File: config.mk
export PLATFORM = sky130hd
export DESIGN_NAME = universal_shift_register
export DESIGN_NICKNAME = d
export VERILOG_FILES = /design/src/rtl/universal_shift_register_pkg.sv /design/src/rtl/shift_step_unit.sv /design/src/rtl/universal_shift_register.sv
export SDC_FILE = /design/constraint.sdc
export NUM_CORES = 1
export LEC_CHECK = 0
export CAP_MARGIN = 15
export CELL_PAD_IN_SITES_DETAIL_PLACEMENT = 0
export CELL_PAD_IN_SITES_GLOBAL_PLACEMENT = 1
export CORE_MARGIN = 4
export CORE_UTILIZATION = 52
export CTS_CLUSTER_DIAMETER = 40
export CTS_CLUSTER_SIZE = 28
export DETAILED_ROUTE_END_ITERATION = 10
export DONT_BUFFER_PORTS = 1
export GPL_ROUTABILITY_DRIVEN = 0
export PLACE_DENSITY_LB_ADDON = 0.1
export RECOVER_POWER = 50
export SYNTH_ARGS = -nofsm -noshare
export SYNTH_HDL_FRONTEND = slang
export SYNTH_HIERARCHICAL = 1
export SYNTH_SLANG_ARGS = --single-unit
File: constraint.sdc
create_clock -name clk -period 3.3 [get_ports clk]
set_input_delay 0.66 -clock clk [delete_from_list [all_inputs] [get_ports clk]]
set_output_delay 0.66 -clock clk [all_outputs]
set_load 0.01 [all_outputs]
File: src/rtl/universal_shift_register_pkg.sv
// universal_shift_register_pkg: shared mode and state encodings for the universal shift register
// Constraint: 2**CW must exceed N so the step counter can hold any amount up to N and beyond.
package universal_shift_register_pkg;
   typedef enum logic [2:0] {
      MODE_NOP  = 3'b000,
      MODE_LOAD = 3'b001,
      MODE_SHL  = 3'b010,
      MODE_SHR  = 3'b011,
      MODE_ROL  = 3'b100,
      MODE_ROR  = 3'b101,
      MODE_ASR  = 3'b110,
      MODE_RSV  = 3'b111
   } mode_t;
   typedef enum logic {ST_IDLE, ST_SHIFT} state_t;
endpackage

File: src/rtl/shift_step_unit.sv
// shift_step_unit: combinational single-bit step for the shift modes
// Ports: cur (current register), mode (latched shift mode), sin (serial fill),
//        nxt (value after one step), bout (bit that leaves the register).
module shift_step_unit
   import universal_shift_register_pkg::*;
#(
   parameter int N = 16
) (
   input  logic [N-1:0] cur,
   input  mode_t        mode,
   input  logic         sin,
   output logic [N-1:0] nxt,
   output logic         bout
);
   logic left;
   logic fill;
   assign left = (mode == MODE_SHL) || (mode == MODE_ROL);
   // Fill bit: serial input for logical shifts, wrapped bit for rotates, sign for ASR.
   assign fill = ((mode == MODE_SHL) || (mode == MODE_SHR)) ? sin :
                 ((mode == MODE_ROL) || (mode == MODE_ASR)) ? cur[N-1] : cur[0];
   assign nxt  = left ? {cur[N-2:0], fill} : {fill, cur[N-1:1]};
   assign bout = left ? cur[N-1] : cur[0];
endmodule

File: src/rtl/universal_shift_register.sv
// universal_shift_register: N-bit universal shift register with multi-step shift engine
// Ports: clk, reset (async active-low), in (load data), mode (command), amt (step count),
//        start (strobe, honoured in IDLE), sin (serial fill), out (register), sout (exit bit),
//        busy (stepping), done (one-cycle completion pulse).
module universal_shift_register
   import universal_shift_register_pkg::*;
#(
   parameter int N  = 16,
   parameter int CW = 5
) (
   input  logic          clk,
   input  logic          reset,
   input  logic [N-1:0]  in,
   input  logic [2:0]    mode,
   input  logic [CW-1:0] amt,
   input  logic          start,
   input  logic          sin,
   output logic [N-1:0]  out,
   output logic          sout,
   output logic          busy,
   output logic          done
);
   state_t        state;
   mode_t         op;
   logic [CW-1:0] cnt;
   logic [N-1:0]  nxt;
   logic          bout;
   logic          is_shift;
   assign is_shift = (mode >= 3'd2) && (mode <= 3'd6);
   shift_step_unit #(.N(N)) u_step (
      .cur  (out),
      .mode (op),
      .sin  (sin),
      .nxt  (nxt),
      .bout (bout)
   );
   always_ff @(posedge clk or negedge reset)
      if (!reset) begin
         state <= ST_IDLE;
         op    <= MODE_NOP;
         cnt   <= '0;
         out   <= '0;
         sout  <= 1'b0;
         busy  <= 1'b0;
         done  <= 1'b0;
      end else begin
         done <= 1'b0;
         if (state == ST_IDLE) begin
            if (start) begin
               if (mode_t'(mode) == MODE_LOAD) begin
                  out  <= in;
                  sout <= 1'b0;
                  done <= 1'b1;
               end else if (is_shift && amt != '0) begin
                  op    <= mode_t'(mode);
                  cnt   <= amt;
                  state <= ST_SHIFT;
                  busy  <= 1'b1;
               end else begin
                  done <= 1'b1;
               end
            end
         end else begin
            out  <= nxt;
            sout <= bout;
            cnt  <= cnt - CW'(1);
            if (cnt == CW'(1)) begin
               state <= ST_IDLE;
               busy  <= 1'b0;
               done  <= 1'b1;
            end
         end
      end
endmodule
Word-level counts from Yosys, hierarchy flattened
Cells that the tools add are included.
{"block": "word_totals", "regBits": 28, "input_bits": 28, "out_inout_bits": 19}
{"block": "op_classes", "addsub": 1, "n_lt_le_gt_ge": 2, "eq_ne": 8, "muxes": 29, "bitwise_logic": 2, "reduce_logical": 13}
{"cell": "$mux W16", "n": 4}
{"cell": "$mux W1", "n": 21}
{"cell": "$mux W5", "n": 4}
{"cell": "$reduce_and A4 Y1", "n": 2}
{"cell": "$eq A3 B2 Y1 const B", "n": 2}
{"cell": "$eq A3 B3 Y1 const B", "n": 2}
{"cell": "$reduce_bool A2 Y1", "n": 3}
{"cell": "$eq A5 B1 Y1 const B", "n": 1}
{"cell": "$reduce_bool A5 Y1", "n": 1}
{"cell": "$sub A5 B1 Y5 const B", "n": 1}
{"cell": "$eq A3 B1 Y1 const B", "n": 1}
{"cell": "$ge A3 B2 Y1 const B", "n": 1}
{"cell": "$le A3 B3 Y1 const B", "n": 1}
{"cell": "$logic_or A1 B1 Y1", "n": 3}
{"cell": "$reduce_and A3 Y1", "n": 1}
{"cell": "$logic_and A1 B1 Y1", "n": 2}
{"cell": "$ne A2 B1 Y1 const B", "n": 1}
{"cell": "$ne A2 B2 Y1 const B", "n": 1}
{"cell": "$not A1 Y1", "n": 2}
{"cell": "$reduce_and A2 Y1", "n": 1}

Logic depth before layout (Yosys ltp)
{"block": "depth", "depth_word": 7, "ltp_mapped": 6, "depth_no_buf": 5}

Modules after synthesis
Netlist, hierarchy kept.
{"module": "universal_shift_register", "n_inst": 1, "cells_per_inst": 127, "area_each_um2": 1385.1, "seq_area_each_um2": 700.7}
{"module": "shift_step_unit", "n_inst": 1, "cells_per_inst": 23, "area_each_um2": 299.0, "seq_area_each_um2": 0.0}

Worst setup path before layout
No wires, ideal clock.
{"block": "synth_timing", "kind": "input-to-reg", "start": "in amt[2]", "end": "reg cnt[2]", "setup_ns": 0.125, "t_arrival_ns": 1.726, "path_slack_ns": 1.449, "cell_stages": 4, "n_path_buf": 0, "cell_sequence": "or4_4 -> nor2_8 -> nor4b_4 -> mux2_4"}
{"block": "synth_between", "elab_chain_len": 4, "word_cells_on_any_way": 8, "cone_classes": "4 x mux; 4 x reduce/logical"}
{"element": "start, declared", "line_no": "universal_shift_register.sv:15", "text": "input logic [CW-1:0] amt,"}
{"element": "$reduce_bool A5 Y1 / $mux W5 (equally long branches)", "line_no": "universal_shift_register.sv:54", "text": "end else if (is_shift && amt != '0) begin"}
{"element": "$logic_and A1 B1 Y1 / $mux W5 (equally long branches)", "line_no": "universal_shift_register.sv:54, universal_shift_register.sv:50"}
{"element": "$reduce_bool A2 Y1 (no line) / $mux W5 (equally long branches)"}
{"element": "$reduce_and A3 Y1 (no line) / $mux W5 (equally long branches)"}
{"element": "end signal, assigned", "line_no": "universal_shift_register.sv:56", "text": "cnt <= amt;"}
{"element": "end signal, assigned", "line_no": "universal_shift_register.sv:66", "text": "cnt <= cnt - CW'(1);"}
{"element": "end, declared", "line_no": "universal_shift_register.sv:25", "text": "logic [CW-1:0] cnt;"}
Several ways; a longest one is shown, not always the timed one. The select of a mux whose other input is x is not followed.
A chain may end at the register's enable or synchronous reset.

Worst setup path after layout
{"block": "layout_timing", "start": "reg op[1]", "end": "reg out[13]"}
{"block": "layout_between", "elab_chain_len": 4, "word_cells_on_any_way": 5, "cone_classes": "2 x eq/ne; 2 x mux; 1 x reduce/logical"}
{"element": "start, declared", "line_no": "universal_shift_register.sv:24", "text": "mode_t op;"}
{"element": "start signal, assigned", "line_no": "universal_shift_register.sv:55", "text": "op <= mode_t'(mode);"}
{"element": "$eq A3 B2 Y1 / $eq A3 B3 Y1 (equally long branches)", "line_no": "shift_step_unit.sv:17", "text": "assign left = (mode == MODE_SHL) || (mode == MODE_ROL);"}
{"element": "$logic_or A1 B1 Y1 (*)", "line_no": "shift_step_unit.sv:17"}
{"element": "$mux W16 (*)", "line_no": "shift_step_unit.sv:21", "text": "assign nxt = left ? {cur[N-2:0], fill} : {fill, cur[N-1:1]};"}
{"element": "via nxt[13]", "line_no": "universal_shift_register.sv:26", "text": "logic [N-1:0] nxt;"}
{"element": "$mux W16 (*)", "line_no": "universal_shift_register.sv:48", "text": "if (state == ST_IDLE) begin"}
{"element": "end signal, assigned", "line_no": "universal_shift_register.sv:51", "text": "out <= in;"}
{"element": "end signal, assigned", "line_no": "universal_shift_register.sv:64", "text": "out <= nxt;"}
{"element": "end, declared", "line_no": "universal_shift_register.sv:18", "text": "output logic [N-1:0] out,"}
Mark *: on every way through the listed nets, which the timed path passes. The rest lies on a longest branch.

==> out/metrics.csv <==
stage;metric;value;unit
critical_path;CP Data Required Time;3.49;ns
floorplanning;# IOs;47;
synth;Netlist cell types;33;
clocking;clk sink count;28;
finish;final core occ;56.87;%
power;P per Cell Area;1090;mW/mm^2
sta;RSZ-0062 raised after global routing;no;
clocking;htree depth;1;
global_routing;initial antenna violation count;0;
clocking;Clock transition at path regs;0.15;ns
synth;syn_nets;180;
clocking;CTS tree;done;
sta;final setup TNS;0;ns
synth;Synth Instances;150;
sta;fmax;535.1;MHz
power;Net Sw Frac;39.54;%
synth;synthesized area;0.001684;sq mm
drt;WL per Instance;17.20;um
critical_path;Setup crit end kind;register;
worst_hold_path;min-delay src;mode[0];
finish;antenna diode count;0;
global_routing;global-route wire length before repair;5720;um
synth;Syn Area/Cell;11.23;sq um
clocking;setup bufs post-CTS;0;
clocking;Clock Path Buffers;2;
power;sw power;0.0007543;W
clocking;clk root buf;clkbuf_4;
critical_path;r2r startpoint;op[1];
finish;Layout Nets;182;
critical_path;Setup CP Type;reg -> reg;
sta;Layout Skew;0.006853;ns
drt;drt total wl;3354;um
floorplanning;row count;20;
worst_hold_path;hold path depth;1;
global_routing;grt ovf;0;
power;Int Power;0.001153;W
floorplanning;Initial Util;54.72;%
drt;First-pass DRT Iterations;4;
critical_path;Worst R2R Path Depth;5;
drt;Final ANT Viol Nets;0;
power;Clock power frac;8.7;%
sta;slew at the pin closest to its max-slew limit;0.9125;ns
power;Leak;0.8249;nW
global_routing;total track usage;17.30;%
sta;Setup violations, final;0;
finish;Area Growth Syn to Fin;3.938;%
global_routing;vias in the first global route;1149;
clocking;worst-skew pair later-pin latency;0.32;ns
finish;most frequent cells in the layout;dfrtp_1 (28), o21ai_0 (21), mux2i_1 (19);
synth;Synth warnings;6;
sta;Slew Viols, Final;0;
sta;crit share post-route;56.63;%
drt;# DRC;0;
sta;Final Hold Fails;0;
finish;final instance area;0.001750;sq mm
synth;sequential share of the synthesized area;41.60;%
floorplanning;die height;64.91;um
placed_design;hpwl dp;2417;um
drt;DRT iter0 DRCs;65;
drt;Vias per Instance;5.672;
placed_design;I/O Buffers;0;
floorplanning;Placeable Area;0.003078;sq mm
global_routing;largest net degree at the start of global routing;30;
finish;layout cells sized above 1;20.53;%
critical_path;CP max FO;17;
critical_path;Reg2Reg Capture Point;out[13];
power;sequential share of power;40.1;%
floorplanning;full die area;0.004213;sq mm
finish;Non-Filler Instances;195;
clocking;CTS Buf Count;3;
power;Max VDD drop;0.3577;mV
drt;via count;1106;
sta;fin crit period;1.869;ns
power;Comb power frac;51.1;%
floorplanning;Die W;64.91;um
placed_design;placed instance area;0.001714;sq mm
synth;synthesized flop and latch total;28;
worst_hold_path;Hold EP;op[0];
finish;most common cell after layout, fill and taps aside;dfrtp_1;
critical_path;reg-to-reg slack, setup;1.43;ns
worst_hold_path;Worst Hold Class;in -> reg;
run_status;status;completed;
critical_path;CP Launch Type;register;
critical_path;Data arrival, critical path;2.05;ns
placed_design;Post-Place Cells;189;
sta;Rel. slew slack;38.97;%
job;MaxCap Viol Count;0;
critical path, cell delays in order (launching register included):
cell	delay [ns]
dfrtp_1	0.45
xnor2_1	0.17
nor2_4	0.49
mux2_4	0.35
mux2i_1	0.17
o21ai_0	0.10
cell type report:
type                       instances  area, sq um
clock buffer                       4        36.28
fill                             271         1328
inverter                           3        11.26
multi-input combinational        112        912.1
sequential                        28        700.7
tap                               44        55.05
timing repair buffer               4        35.03
flip-flops by register name (all words and copies together), names as in the netlist:
| register | flops |
|---|---|
| busy | 1 |
| cnt | 5 |
| done | 1 |
| op | 3 |
| out | 16 |
| sout | 1 |
| state | 1 |
routing by layer:
metal  vias up  global-route usage [%]  part of all wire, %
li1        540                       -                    -
met1       535                   24.48                   46
met2        29                   25.67                   46
met3         2                   5.373                  7.2
met4         0                   4.222                 0.57
met5         -                       0                    0
timing repair:
| action | CTS | global route |
|---|---|---|
| gates resized for setup | 0 | 0 |
| endpoints found under the hold margin | 15 | 13 |
| setup endpoints to repair | 0 | 0 |
| hold buffers | 1 | 1 |
how the worst max path moves through the flow:
stage / from / endpoint / slack (ns)
final: op[1] / out[13] / 1.43
after global routing: op[1] / out[13] / 1.23
after CTS: op[1] / out[13] / 1.41
after detailed placement: mode[1] / out[3] / 1.30
after global placement: mode[1] / out[5] / 1.34
after floorplan: amt[2] / cnt[2] / 1.45
Yosys cell counts (all sizes together):
cell,n,area share (%)
dfrtp,28,42
o21ai,22,6.5
mux2,21,17
mux2i,19,11
nand2,18,4.0
nor2,5,2.5
a21oi,4,1.2
buf,4,2.1
a22oi,3,1.3
clkbuf,3,0.67
inv,3,0.67
xnor2,3,1.6
ha,2,1.5
a211o,1,0.52
a21boi,1,0.45
a21o,1,0.52
a22o,1,0.52
a31oi,1,0.37
and2,1,0.37
and3b,1,0.52
nand3,1,0.30
nand3b,1,0.45
nand4b,1,0.52
nor3,1,0.30
nor4b,1,1.4
o31ai,1,0.45
or4,1,0.67
xor2,1,0.52
power groups by stage:
| stage | Sequential [W] | Combinational, W | Clock [W] |
|---|---|---|---|
| CTS | 0.000768 | 0.000982 | 0.000174 |
| global route | 0.000798 | 0.00109 | 0.000187 |
| floorplan | 0.000717 | 0.000896 | 0 |
| finish | 0.000766 | 0.000975 | 0.000167 |
| detailed placement | 0.000776 | 0.000977 | 0 |
| global placement | 0.000776 | 0.000946 | 0 |
cell families (layout without fill, tap and decap cells):
family	after synthesis	after routing	synth area share [%]
buf+inv	10	11	3.417
flops	28	28	41.60
compound gates	35	35	11.89
xor+xnor	4	4	2.081
fa+ha+maj	2	2	1.486
mux	40	40	28.45
simple gates	31	31	11.07
through the flow:
stage               hold slack, ns  worst slack [ns]  power, W
finish                      0.4776             1.431  0.001908
detailed placement          0.3651             1.303  0.001753
floorplan                   0.3644             1.449  0.001613
CTS                     0.00001110             1.411  0.001925
global route                0.4525             1.227  0.002079
global placement            0.3651             1.339  0.001722
Note: power is estimated with default switching activity, not from simulation.
